File: src/rtl/tag_allocator.sv
// tag_allocator: hands out CDB tags to the dispatcher, takes them back on
// CDB completion, and tracks a single branch checkpoint so that tags handed
// out under a mispredicted branch can be reclaimed in one cycle.
module tag_allocator #(
    parameter int TAG_W   = 7,
    parameter int DEPTH   = 64,
    parameter int NUM_RET = 2
) (
    input  logic                       clk,
    input  logic                       rst,
    input  logic                       alloc_req,
    input  logic                       alloc_is_branch,
    output logic                       alloc_gnt,
    output logic [TAG_W-1:0]           alloc_tag,
    output logic                       alloc_avail,
    input  logic [NUM_RET-1:0]         ret_valid,
    input  logic [NUM_RET*TAG_W-1:0]   ret_tag,
    input  logic                       br_resolve,
    input  logic                       br_taken,
    output logic                       flush,
    output logic                       spec_active,
    output logic [$clog2(DEPTH+1)-1:0] free_count,
    output logic                       ret_err
);

    localparam int CW = $clog2(DEPTH + 1);

    // Refuse to build a pool that cannot be named by the tag width, or a
    // pool too small to be useful.
    generate
        if (DEPTH > (2 ** TAG_W) || DEPTH < 2) begin : g_bad_depth
            $error("tag_allocator: DEPTH must lie in 2 .. 2**TAG_W");
        end
    endgenerate

    // The branch checkpoint is a two-state machine: either no unresolved
    // branch is in flight, or exactly one is.
    typedef enum logic {
        CKPT_IDLE = 1'b0,
        CKPT_OPEN = 1'b1
    } ckpt_t;

    ckpt_t            ckpt_q;
    ckpt_t            ckpt_d;

    logic [DEPTH-1:0] busy_q;
    logic [DEPTH-1:0] busy_d;
    logic [DEPTH-1:0] spec_q;
    logic [DEPTH-1:0] spec_d;
    logic             flush_q;
    logic             flush_d;
    logic             ret_err_q;
    logic             ret_err_d;
    logic [CW-1:0]    free_count_q;
    logic [CW-1:0]    free_count_d;

    logic [TAG_W-1:0] free_tag;
    logic [DEPTH-1:0] free_onehot;

    logic [DEPTH-1:0]   ret_free;
    logic [NUM_RET-1:0] ret_in_range;
    logic               ret_bad;

    logic res_valid;
    logic res_taken;
    logic res_bad;
    logic branch_blocked;

    assign spec_active = (ckpt_q == CKPT_OPEN);
    assign flush       = flush_q;
    assign ret_err     = ret_err_q;
    assign free_count  = free_count_q;

    // Priority-encode the lowest free tag from cycle-start state; scanning
    // downwards lets the lowest index overwrite any higher candidate.
    always_comb begin
        free_tag    = '0;
        free_onehot = '0;
        for (int j = DEPTH - 1; j >= 0; j--) begin
            if (!busy_q[j]) begin
                free_tag       = TAG_W'(j);
                free_onehot    = '0;
                free_onehot[j] = 1'b1;
            end
        end
    end

    assign alloc_avail = ~&busy_q;
    assign alloc_tag   = free_tag;

    // A resolve only counts when a checkpoint is open; a stray resolve is
    // an error and otherwise has no effect on tag state.
    assign res_valid = br_resolve & spec_active;
    assign res_taken = res_valid & br_taken;
    assign res_bad   = br_resolve & ~spec_active;

    // A second branch waits for the open checkpoint to close. A resolve in
    // the same cycle closes it, so the new branch may take over the
    // checkpoint at that edge (a taken resolve blocks every grant anyway).
    assign branch_blocked = alloc_is_branch & spec_active & ~br_resolve;

    assign alloc_gnt = alloc_req & alloc_avail & ~branch_blocked
                     & ~(br_resolve & br_taken);

    // Decode every CDB return port into a free mask and flag illegal
    // returns: unknown tag, idle tag, or the same tag on two ports.
    always_comb begin
        ret_free     = '0;
        ret_in_range = '0;
        ret_bad      = 1'b0;
        for (int i = 0; i < NUM_RET; i++) begin
            for (int j = 0; j < DEPTH; j++) begin
                if (ret_valid[i] && (ret_tag[i*TAG_W +: TAG_W] == TAG_W'(j))) begin
                    ret_in_range[i] = 1'b1;
                    if (busy_q[j]) begin
                        ret_free[j] = 1'b1;
                    end else begin
                        ret_bad = 1'b1;
                    end
                end
            end
            if (ret_valid[i] && !ret_in_range[i]) begin
                ret_bad = 1'b1;
            end
            for (int k = i + 1; k < NUM_RET; k++) begin
                if (ret_valid[i] && ret_valid[k]
                    && (ret_tag[i*TAG_W +: TAG_W] == ret_tag[k*TAG_W +: TAG_W])) begin
                    ret_bad = 1'b1;
                end
            end
        end
    end

    // Combine grant, returns and resolve into the next tag state. A resolve
    // clears spec after the grant is applied, so an instruction dispatched
    // alongside a correctly predicted resolve ends up non-speculative.
    always_comb begin
        busy_d = busy_q;
        spec_d = spec_q;
        if (alloc_gnt) begin
            busy_d = busy_d | free_onehot;
            if (spec_active && !alloc_is_branch) begin
                spec_d = spec_d | free_onehot;
            end
        end
        busy_d = busy_d & ~ret_free;
        spec_d = spec_d & ~ret_free;
        if (res_taken) begin
            busy_d = busy_d & ~spec_q;
        end
        if (res_valid) begin
            spec_d = '0;
        end
        flush_d   = res_taken;
        ret_err_d = ret_err_q | ret_bad | res_bad;
        free_count_d = '0;
        for (int j = 0; j < DEPTH; j++) begin
            if (!busy_d[j]) begin
                free_count_d = free_count_d + CW'(1);
            end
        end
    end

    // Checkpoint next state: open on a granted branch, close on a valid
    // resolve unless a new branch is granted in that same cycle.
    always_comb begin
        ckpt_d = ckpt_q;
        case (ckpt_q)
            CKPT_IDLE: begin
                if (alloc_gnt && alloc_is_branch) begin
                    ckpt_d = CKPT_OPEN;
                end
            end
            CKPT_OPEN: begin
                if (res_valid) begin
                    ckpt_d = (alloc_gnt && alloc_is_branch) ? CKPT_OPEN : CKPT_IDLE;
                end
            end
            default: ckpt_d = CKPT_IDLE;
        endcase
    end

    // State register; reset drops every outstanding tag and the checkpoint
    // without producing a flush.
    always_ff @(posedge clk) begin
        if (!rst) begin
            busy_q       <= '0;
            spec_q       <= '0;
            ckpt_q       <= CKPT_IDLE;
            flush_q      <= 1'b0;
            ret_err_q    <= 1'b0;
            free_count_q <= CW'(DEPTH);
        end else begin
            busy_q       <= busy_d;
            spec_q       <= spec_d;
            ckpt_q       <= ckpt_d;
            flush_q      <= flush_d;
            ret_err_q    <= ret_err_d;
            free_count_q <= free_count_d;
        end
    end

endmodule

File: config.mk
export PLATFORM = sky130hd
export DESIGN_NAME = tag_allocator
export DESIGN_NICKNAME = d
export VERILOG_FILES = /design/src/rtl/tag_allocator.sv
export SDC_FILE = /design/constraint.sdc
export NUM_CORES = 1
export LEC_CHECK = 0
export BUFFER_PORTS_ARGS = -buffer_cell sky130_fd_sc_hd__buf_2
export CORE_ASPECT_RATIO = 1.4
export CORE_MARGIN = 2
export CORE_UTILIZATION = 50
export CTS_CLUSTER_DIAMETER = 40
export CTS_CLUSTER_SIZE = 40
export DETAILED_ROUTE_END_ITERATION = 10
export HOLD_SLACK_MARGIN = 0.12
export PLACE_DENSITY_LB_ADDON = 0.1
export SLEW_MARGIN = 20
export SYNTH_ARGS = -nofsm -noshare
export SYNTH_HDL_FRONTEND = slang
export SYNTH_SLANG_ARGS = --single-unit
export TNS_END_PERCENT = 10
File: constraint.sdc
create_clock -name clk -period 93 [get_ports clk]
set_input_delay 4.65 -clock clk [delete_from_list [all_inputs] [get_ports clk]]
set_output_delay 4.65 -clock clk [all_outputs]
set_load 0.02 [all_outputs]
======== Word-level counts from Yosys, hierarchy flattened ========
Cells that the tools add are included.
word-level totals
  register bits ........................... 138
  bits of input ports ..................... 22
  output and inout bits ................... 19
  word-level logic and storage cells ...... 1,203
cells by class
  $add $sub $neg .......................... 63
  equal/unequal tests ..................... 127
  mux-type cells .......................... 842
  bitwise operators ....................... 23
  reductions and logical operators ........ 142
operators by type and width
  kind                                           number
  two-way mux 64 bit                             68
  two-way mux 7 bit                              125
  two-way mux 1 bit                              646
  == test 7 x 6 -> 1 bit, second input constant  64
  adder 7 x 1 -> 7 bit, second input constant    63
  == test 7 x 5 -> 1 bit, second input constant  32
  AND 64 bit                                     3
  logical AND 1 bit                              134
  NOT 64 bit                                     2
  bitwise OR 64 bit                              2
  == test 7 x 4 -> 1 bit, second input constant  16
  AND reduction 64 bit                           1
  == test 7 x 3 -> 1 bit, second input constant  8
  == test 7 x 2 -> 1 bit, second input constant  4
  == test 7 x 1 -> 1 bit, second input constant  2
  logical NOT 7 bit                              2
  two-way mux 6 bit                              2
  AND 1 bit                                      9
  == test 7 bit                                  1
  NOT 1 bit                                      5
  logical NOT 1 bit                              4
  bitwise OR 1 bit                               2
  one-hot mux 1 bit (2 select lines)             1
  OR reduction 2 bit                             1

======== Longest topological paths before layout ========
Gate-level depths: netlist of the first run.
  depth in word-level cells ............... 262
  mapped depth ............................ 217
  gate-level depth less buffers ........... 212

======== Worst setup path before layout of the first run ========
OpenSTA, ideal clock, no wires.
  kind .................................... input-to-reg
  start point ............................. input port br_resolve
  end point ............................... register free_count_q[6] (netlist: free_count[6])
  arrival ................................. 42.697 ns
  data required time ...................... 92.877 ns
  setup slack ............................. 50.180 ns
  stages on the path ...................... 215
  path buffers ............................ 9
  path through ............................ buf_2 -> and3_1 -> buf_2 -> clkbuf_1 -> clkbuf_1 -> buf_1 -> buf_1 -> buf_1 -> clkbuf_1 -> buf_1 -> a211oi_1 -> inv_1 -> ha_1 -> xnor2_4 -> ha_1 -> inv_1 -> nor2_1 -> a21o_1 -> [... 179 more ...] -> ha_1 -> mux2_2 -> ha_1 -> mux2_2 -> ha_1 -> mux2_2 -> ha_1 -> mux2_2 -> ha_1 -> nand2b_1 -> or4b_2 -> mux2_4 -> nor4_2 -> a21oi_1 -> o21ai_1 -> xnor2_1 -> xnor2_1 -> nand2_1
on the way
  elaborated cells on any way between the ends .. 140
  classes of those cells .................. add/sub: 63; mux: 66; bitwise: 11
RTL lines
  element                RTL line  source
  start, declared        18        input logic br_resolve,
  NOT 1 bit              100       assign branch_blocked = alloc_is_branch & spec_active & ~br_resolve;
  AND 1 bit              100
  NOT 1 bit              102       assign alloc_gnt = alloc_req & alloc_avail & ~branch_blocked
  AND 1 bit              102
  AND 1 bit              103       & ~(br_resolve & br_taken);
  two-way mux 64 bit     140       if (alloc_gnt) begin
  AND 64 bit             146       busy_d = busy_d & ~ret_free;
  AND 64 bit             149       busy_d = busy_d & ~spec_q;
  [... 1 more ...]       -
  named net busy_d[1]    47        logic [DEPTH-1:0] busy_d;
  [... 117 more ...]     -
  adder 7 x 1 -> 7 bit   159       free_count_d = free_count_d + CW'(1);
  two-way mux 7 bit (*)  158       if (!busy_d[j]) begin
  adder 7 x 1 -> 7 bit   159
  two-way mux 7 bit (*)  158
  adder 7 x 1 -> 7 bit   159
  two-way mux 7 bit (*)  158
  adder 7 x 1 -> 7 bit   159
  two-way mux 7 bit (*)  158
  end signal, assigned   192       free_count_q <= CW'(DEPTH);
  end signal, assigned   199       free_count_q <= free_count_d;
  end, declared          54        logic [CW-1:0] free_count_q;
The timed path passes the listed nets; every way through them passes the cells marked *.
A chain may end at the register's enable or synchronous reset.

======== Worst setup path after layout of the first run ========
Ends and elaborated chain as after synthesis.

==> flow_summary.yaml, run 1 <==
timing:
  setup_viol: 0
  fmax_mhz: 21.8
  skew_ns: 0.00980
  slew_headroom_pct: 28.9
  tns_ns: 0
  grt_setup_unrepaired: "no"
  layout_min_cycle_time_ns: 45.78
  period_share_pct: 49.2
  finalHoldViolCount: 0
  worstMarginPinSlew_ns: 1.06
  slew_violations: 0
placed_design:
  hpwl_um: 56400
  gp_congestion: 1.01
  port_buffers: 39
synth:
  ys_seq_elements: 138
  synthArstFlopShare_pct: 0
  yosysWarnings: 0
  synth_cells: 2793
  postSynthAreaPerCell_um2: 7.25
  syn_area_mm2: 0.0202
  ys_types: 105
  synth_edf_count: 0
  ys.flop_type: "dfxtp_1"
  synth_fp_nets: 2878
  seq_area_frac_synth_pct: 13.6
floorplan:
  die_h_um: 242
  io_pins: 41
  die_x_um: 174
  core_mm2: 0.0402
  start_util_pct: 50.4
  core.rowCount: 87
  die_area_mm2: 0.0421
route:
  avgViaCountPerCell: 6.57
  num_vias: 21500
  antenna_left: 0
  drt-initial-drc-count: 1704
  wl_per_cell_um: 22.2
  drc_errors: 0
  drt_first_pass_iters: 6
  routed_wirelength_um: 72700
critical_path:
  cp-start-kind: "input pin"
  cp_common_cell: "ha_1"
  path_class: "in2reg"
  crit_family: "adder cells"
  slowest_stage: "or4b_2"
  slowest_delay_ns: 0.62
  required_ns: 93.32
  crit_buf_inv: 14
  critPathArrivalTime_ns: 46.10
  crit_fanout: 11
  cp-end-kind: "flip-flop"
grt:
  grt_max_degree: 67
  antenna_found_initial: 0
  track_usage_pct: 33.8
  grt-ovfl-total: 0
  grt_pass1_wl_um: 115000
  grt_pass1_vias: 20900
clock_tree:
  cts_buffers: 17
  h-tree-depth: 4
  cts_tree: "yes"
  clk_pin_slew_ns: 0.06
  clockRootBuffer: "clkbuf_16"
  cts_setup_buffers: 0
  cts.repair.resized: 0
  cts_hold_buffers: 0
  cts_buffer_depth: 2
  insertion_delay_ns: 0.45
  clkSinkCount: 138
finish:
  syn2layout_area_growth_pct: 5.26
  final_common_cell: "nor2_1"
  post-route-util_pct: 53.1
  drive_above_1_share_pct: 8.88
  mostFrequentLayoutCells: "nor2_1 (312), nand2_1 (307), xnor2_1 (188)"
  finalNetCount: 2809
  n_antenna_cell: 0
run:
  drv_cap: 0
hold_path:
  hp-class: "reg2reg"
outcome:
  outcome: "complete, no violations"
==> through the flow <==
step	setup WS, ns	hold slack (ns)	cells	cell area (um2)
after floorplan	50.18	0.451	2793	20200
after global placement	48.66	0.461	3239	20700
after detailed placement	47.11	0.475	3239	20700
after CTS	47.45	0.489	3271	21300
after global routing	43.86	0.523	3271	21300
final	47.22	0.486	3271	21300
==> final timing paths <==
kind / startpoint / to / slack, ns / cells past startpoint
worst max-delay path: br_resolve / free_count[6]$_SDFF_PN1_ / 47.22 / 210
worst min-delay path: spec_q[2]$_SDFF_PP0_ / spec_q[2]$_SDFF_PP0_ / 0.49 / 2
worst max register to register: busy_q[12]$_SDFF_PN0_ / free_count[6]$_SDFF_PN1_ / 50.45 / 211
worst min register to register: spec_q[2]$_SDFF_PP0_ / spec_q[2]$_SDFF_PP0_ / 0.49 / 2
==> cells in the mapped netlist (25+ instances only) <==
| library cell | number | share of area (%) |
|---|---|---|
| nor2_1 | 312 | 5.8 |
| a21oi_1 | 159 | 3.9 |
| a211oi_1 | 41 | 1.5 |
| o22ai_1 | 74 | 2.3 |
| o21ai_0 | 97 | 2.4 |
| a31oi_1 | 54 | 1.7 |
| nor2b_1 | 25 | 0.77 |
| xor2_1 | 79 | 3.4 |
| o211ai_1 | 30 | 1.1 |
| mux2i_1 | 42 | 2.1 |
| ha_1 | 63 | 3.9 |
| nor4_1 | 27 | 0.83 |
| nor3_1 | 110 | 2.7 |
| xnor2_1 | 188 | 8.1 |
| nand4_1 | 54 | 1.7 |
| nand3_1 | 101 | 2.5 |
| inv_1 | 91 | 1.7 |
| dfxtp_1 | 138 | 14 |
| nand2b_1 | 26 | 0.80 |
| and2_1 | 44 | 1.4 |
| buf_2 | 53 | 1.3 |
| clkbuf_1 | 87 | 1.6 |
| nand2_1 | 307 | 5.7 |
==> cell families after synthesis <==
group | after synthesis | synth area share [%]
buf+inv | 256 | 5.22
other cells | 1 | 0.0185
mux | 58 | 3.06
flops | 138 | 13.6
fa+ha+maj | 64 | 3.94
simple gates | 1163 | 28.2
xor+xnor | 345 | 20.0
compound gates | 768 | 25.9
==> tightest hold or removal path, cell delays in order, from the launching register on <==
cell and delay, ns:
dfxtp_1 0.33, a21oi_1 0.04, nor2_1 0.08
==> metal layers <==
layer	up-vias	wire [um]	global-route usage (%)
met5	-	0	0
met4	0	4510	19.2
met3	274	3830	3.83
met2	823	35800	60.4
met1	10300	28500	38.8
li1	10100	-	-
==> state kept, by name, summed over array words and instances, names as in the netlist <==
register and cells:
busy_q 64, flush 1, free_count 7, ret_err 1
spec_active 1, spec_q 64
==> area by class of cell <==
class	instances	area, um2
fill	4002	18900
multi-input combinational	2399	16400
sequential	138	2760
tap	534	668
clock buffer	23	488
timing repair buffer	73	450
inverter	95	359
clock inverter	9	136
Power of run 1 is not shown: default switching activity piles up to over one toggle a cycle in this logic, so the estimate is an artifact.
==> run 2, diff against run 1 <==
Clock period 93 ns to 44.5 ns, I/O delays scaled along.
==> flow_summary.yaml, run 2 (same netlist as run 1, synthesis figures left out) <==
outcome:
  outcome: "complete, no violations"
hold_path:
  min_path_cells: 2
  min_from: "spec_q[49]$_SDFF_PP0_"
  hp-class: "reg2reg"
critical_path:
  cp-start-kind: "input pin"
  path_class: "in2reg"
  cp-end-kind: "flip-flop"
  crit_fanout: 17
  slowest_delay_ns: 0.62
  slowest_stage: "or4b_2"
  cp-startpoint: "ret_tag[10]"
  r2r_cells: 212
  cp_common_cell: "ha_1"
  required_ns: 44.82
  reg2reg_from: "busy_q[12]$_SDFF_PN0_"
  critPathArrivalTime_ns: 41.86
timing:
  setup_viol: 0
  layout_min_cycle_time_ns: 41.54
  skew_ns: 0.00824
  worstMarginPinSlew_ns: 1.19
  tns_ns: 0
  worst_slack_ns: 2.96
  slew_headroom_pct: 20.3
  slew_violations: 0
  fmax_mhz: 24.1
  period_share_pct: 93.3
  finalHoldViolCount: 0
finish:
  mostFrequentLayoutCells: "nor2_1 (310), nand2_1 (303), xnor2_1 (188)"
  finalNetCount: 2818
  drive_above_1_share_pct: 10.3
  syn2layout_area_growth_pct: 6.21
  nFillCells: 3978
  n_antenna_cell: 0
  ff_latch_area_mm2: 0.00276
  multi_input_area_mm2: 0.0166
  final_common_cell: "nor2_1"
route:
  avgViaCountPerCell: 6.59
  drt_first_pass_iters: 6
  wl_per_cell_um: 22.3
  drt-initial-drc-count: 1813
  antenna_left: 0
  drc_errors: 0
  routed_wirelength_um: 73200
  num_vias: 21600
clock_tree:
  cts_buffers: 17
  insertion_delay_ns: 0.45
  clk_pin_slew_ns: 0.06
  cts_buffer_depth: 2
  h-tree-depth: 4
  cts_tree: "yes"
  clockRootBuffer: "clkbuf_16"
  clkSinkCount: 138
placed_design:
  hpwl_um: 56300
  gp_congestion: 0.995
  port_buffers: 39
  pre_cts_ws_ns: 1.13
floorplan:
  die_area_mm2: 0.0421
  die_h_um: 242
  start_util_pct: 50.4
  core.rowCount: 87
  core_mm2: 0.0402
  die_x_um: 174
  io_pins: 41
grt:
  grt_max_degree: 58
  grt_pass1_wl_um: 114000
  track_usage_pct: 33.7
  antenna_found_initial: 0
  grt_pass1_vias: 20600
  grt-ovfl-total: 0
run:
  drv_cap: 0
run 2: changes by cell type in the layout (fill, tap and decap cells not counted), moves of 3 or more:
cell	before	now
buf_4	34	43
mux2i_1	42	37
mux2i_2	0	5
clkinv_2	1	5
nand2_1	307	303
a21boi_0	23	20
clkbuf_8	4	1
nand2_2	0	3
run 2: routing by layer:
metal / vias up / share of wire, % / track usage, %
li1: 10100 / - / -
met1: 10300 / 38 / 38.3
met2: 920 / 49 / 60.0
met3: 277 / 6.3 / 5.26
met4: 0 / 6.0 / 18.2
met5: - / 0 / 0
run 2: layout make-up:
| type | instances | share of cell area [%] |
|---|---|---|
| clock buffers | 18 | 2.04 |
| clock inverters | 14 | 0.675 |
| inverters | 95 | 1.67 |
| multi-input cells | 2399 | 77.2 |
| flip-flops and latches | 138 | 12.8 |
| well taps | 534 | 3.11 |
| repair buffers | 82 | 2.43 |
run 2: through the flow:
| stage | hold WS (ns) | instance area, um2 | std cells | utilization (%) |
|---|---|---|---|---|
| floorplan | 0.451 | 20200 | 2793 | - |
| global placement | 0.462 | 20700 | 3237 | 51.4 |
| detailed placement | 0.473 | 20700 | 3237 | 51.4 |
| CTS | 0.488 | 21200 | 3269 | 52.9 |
| global route | 0.506 | 21500 | 3280 | 53.5 |
| finish | 0.486 | 21500 | 3280 | 53.5 |
run 2: worst paths after layout:
kind                               to  slack, ns
max reg2reg  free_count[6]$_SDFF_PN1_       3.33
min             spec_q[49]$_SDFF_PP0_       0.49
min reg2reg     spec_q[49]$_SDFF_PP0_       0.49
max          free_count[6]$_SDFF_PN1_       2.96
run 2: timing repair:
action	4_1_cts	5_1_grt
setup endpoints to repair	0	6
hold endpoints to repair	0	0
setup buffers	0	11
gates resized for setup	0	44
hold buffers	0	0
run 2: worst max-delay path: cells and delay by family:
kind	cells	cell delay, ns
AO/OA/AOI/OAI	62	9.29
XOR/XNOR	3	0.46
adder cells (fa/ha/maj)	59	18.20
buffers and inverters	14	1.20
multiplexers	12	2.91
AND/OR/NAND/NOR	60	7.46
Power of run 2 is left out for the same reason.
==> run 3, diff against run 2 <==
Settings changed: ABC_AREA from default to 1.
==> flow_summary.yaml, run 3 <==
outcome:
  outcome: "complete, no violations"
finish:
  finalNetCount: 3967
  drive_above_1_share_pct: 21.1
  nFillCells: 4826
  syn2layout_area_growth_pct: 6.35
  multi_input_area_mm2: 0.0161
  final_common_cell: "inv_1"
  ff_latch_area_mm2: 0.00276
  mostFrequentLayoutCells: "inv_1 (760), nand2_1 (686), nor2_1 (557)"
clock_tree:
  cts_hold_buffers: 0
  cts_setup_buffers: 0
  h-tree-depth: 4
  clkSinkCount: 138
  insertion_delay_ns: 0.47
  cts_buffer_depth: 2
  clk_pin_slew_ns: 0.06
  cts_buffers: 17
  cts.repair.resized: 0
  clockRootBuffer: "clkbuf_16"
  cts_tree: "yes"
floorplan:
  die_h_um: 252
  start_util_pct: 50.3
  io_pins: 41
  die_area_mm2: 0.0458
  core.rowCount: 91
  die_x_um: 181
  core_mm2: 0.0438
route:
  drt_first_pass_iters: 6
  num_vias: 23600
  drt-initial-drc-count: 1375
  routed_wirelength_um: 71900
  drc_errors: 0
  wl_per_cell_um: 16.1
  antenna_left: 0
  avgViaCountPerCell: 5.30
timing:
  slew_violations: 0
  grt_setup_unrepaired: "no"
  finalHoldViolCount: 0
  slew_headroom_pct: 16.2
  setup_viol: 0
  period_share_pct: 74.3
  skew_ns: 0.0137
  fmax_mhz: 30.2
  layout_min_cycle_time_ns: 33.07
  worstMarginPinSlew_ns: 1.25
  tns_ns: 0
critical_path:
  crit_buf_inv: 12
  cp_common_cell: "nand2_1"
  crit_fanout: 28
  required_ns: 44.83
  crit_family: "adder cells"
  cp-end-kind: "flip-flop"
  cp-start-kind: "input pin"
  critPathArrivalTime_ns: 33.40
  slowest_stage: "inv_1"
  slowest_delay_ns: 0.47
  path_class: "in2reg"
grt:
  track_usage_pct: 31.6
  grt_pass1_wl_um: 115000
  grt_max_degree: 68
  antenna_found_initial: 3
  grt_pass1_vias: 22600
  grt-ovfl-total: 0
synth:
  ys_top_cells_by_area: "inv_1 (13%), dfxtp_1 (13%), nand2_1 (12%)"
  yosys.area.top_type: "inv_1"
  postSynthAreaPerCell_um2: 5.72
  ys.flop_type: "dfxtp_1"
  yosysWarnings: 0
  synthArstFlopShare_pct: 0
  syn_area_mm2: 0.0220
  synth_edf_count: 0
  yosysMostFrequentCell: "inv_1"
  ys_types: 65
  ys_seq_elements: 138
  seq_area_frac_synth_pct: 12.5
  synth_cells: 3852
  synth.top_cell.area_share_pct: 13.0
  ys_top_cells_by_count: "inv_1 (761), nand2_1 (687), nor2_1 (558), nand2_2 (371), nand3_1 (354)"
  synth_fp_nets: 3937
placed_design:
  port_buffers: 39
  hpwl_um: 59900
  gp_congestion: 1.06
hold_path:
  hp-class: "reg2reg"
run:
  drv_cap: 0
-- run 3: changes by cell type in the layout (fill, tap and decap cells not counted), moves of 69 or more --
| cell | previous run | this run |
|---|---|---|
| nand2_1 | 303 | 686 |
| nor2_1 | 310 | 557 |
| nand2_2 | 3 | 372 |
| nand3_1 | 100 | 354 |
| xnor2_1 | 188 | 1 |
| inv_1 | 90 | 760 |
| nand2_4 | 1 | 70 |
| xor2_1 | 79 | 0 |
| nand3_2 | 0 | 187 |
-- run 3: final cells by class --
| cell class | count | share of cell area (%) |
|---|---|---|
| timing repair buffer | 52 | 1.25 |
| antenna | 1 | 0.0107 |
| clock inverter | 11 | 0.715 |
| sequential | 138 | 11.8 |
| tap | 558 | 2.98 |
| clock buffer | 21 | 2.01 |
| multi-input combinational | 2879 | 68.5 |
| inverter | 794 | 12.7 |
-- run 3: cells by family (layout without fill, tap and decap cells) --
kind of cell | Yosys count | after routing | synth area share (%)
adder cells (fa/ha/maj) | 63 | 63 | 3.58
multiplexers | 1 | 1 | 0.0454
buffers and inverters | 835 | 878 | 14.6
AO/OA/AOI/OAI | 339 | 339 | 9.15
XOR/XNOR | 1 | 1 | 0.0398
AND/OR/NAND/NOR | 2474 | 2474 | 60.0
other | 1 | 2 | 0.0170
flip-flops | 138 | 138 | 12.5
-- run 3: metrics by stage --
step	std cells	hold WS (ns)	utilization (%)	area, um2	setup WS [ns]
floorplan	3852	0.434	-	22000	12.70
global placement	4421	0.448	52.0	22800	11.32
detailed placement	4421	0.448	52.0	22800	10.67
CTS	4453	0.459	53.5	23400	11.16
global route	4453	0.486	53.5	23400	8.85
finish	4454	0.461	53.5	23400	11.43
-- run 3: layer usage --
layer | vias up | GRT usage, % | part of all wire, %
met2 | 579 | 57.3 | 49
met1 | 10500 | 34.3 | 40
met5 | - | 0 | 0
met3 | 245 | 4.19 | 4.4
met4 | 0 | 21.1 | 7.0
li1 | 12200 | - | -
-- run 3: worst register-to-register path: cells and delay by family (launching register included) --
| family | cells | cell delay [ns] |
|---|---|---|
| compound gates | 6 | 1.20 |
| fa+ha+maj | 62 | 17.59 |
| buf+inv | 9 | 0.50 |
| flops | 1 | 0.53 |
| simple gates | 131 | 12.02 |
-- run 3: worst paths after layout --
path / to / from / cells past startpoint / slack [ns]
hold reg to reg: spec_q[49]$_SDFF_PP0_ / spec_q[49]$_SDFF_PP0_ / 2 / 0.46
hold / removal: spec_q[49]$_SDFF_PP0_ / spec_q[49]$_SDFF_PP0_ / 2 / 0.46
setup reg to reg: free_count[6]$_SDFF_PN1_ / busy_q[2]$_SDFF_PN0_ / 208 / 12.56
setup / recovery: free_count[6]$_SDFF_PN1_ / br_resolve / 204 / 11.43
Power of run 3 is left out for the same reason.
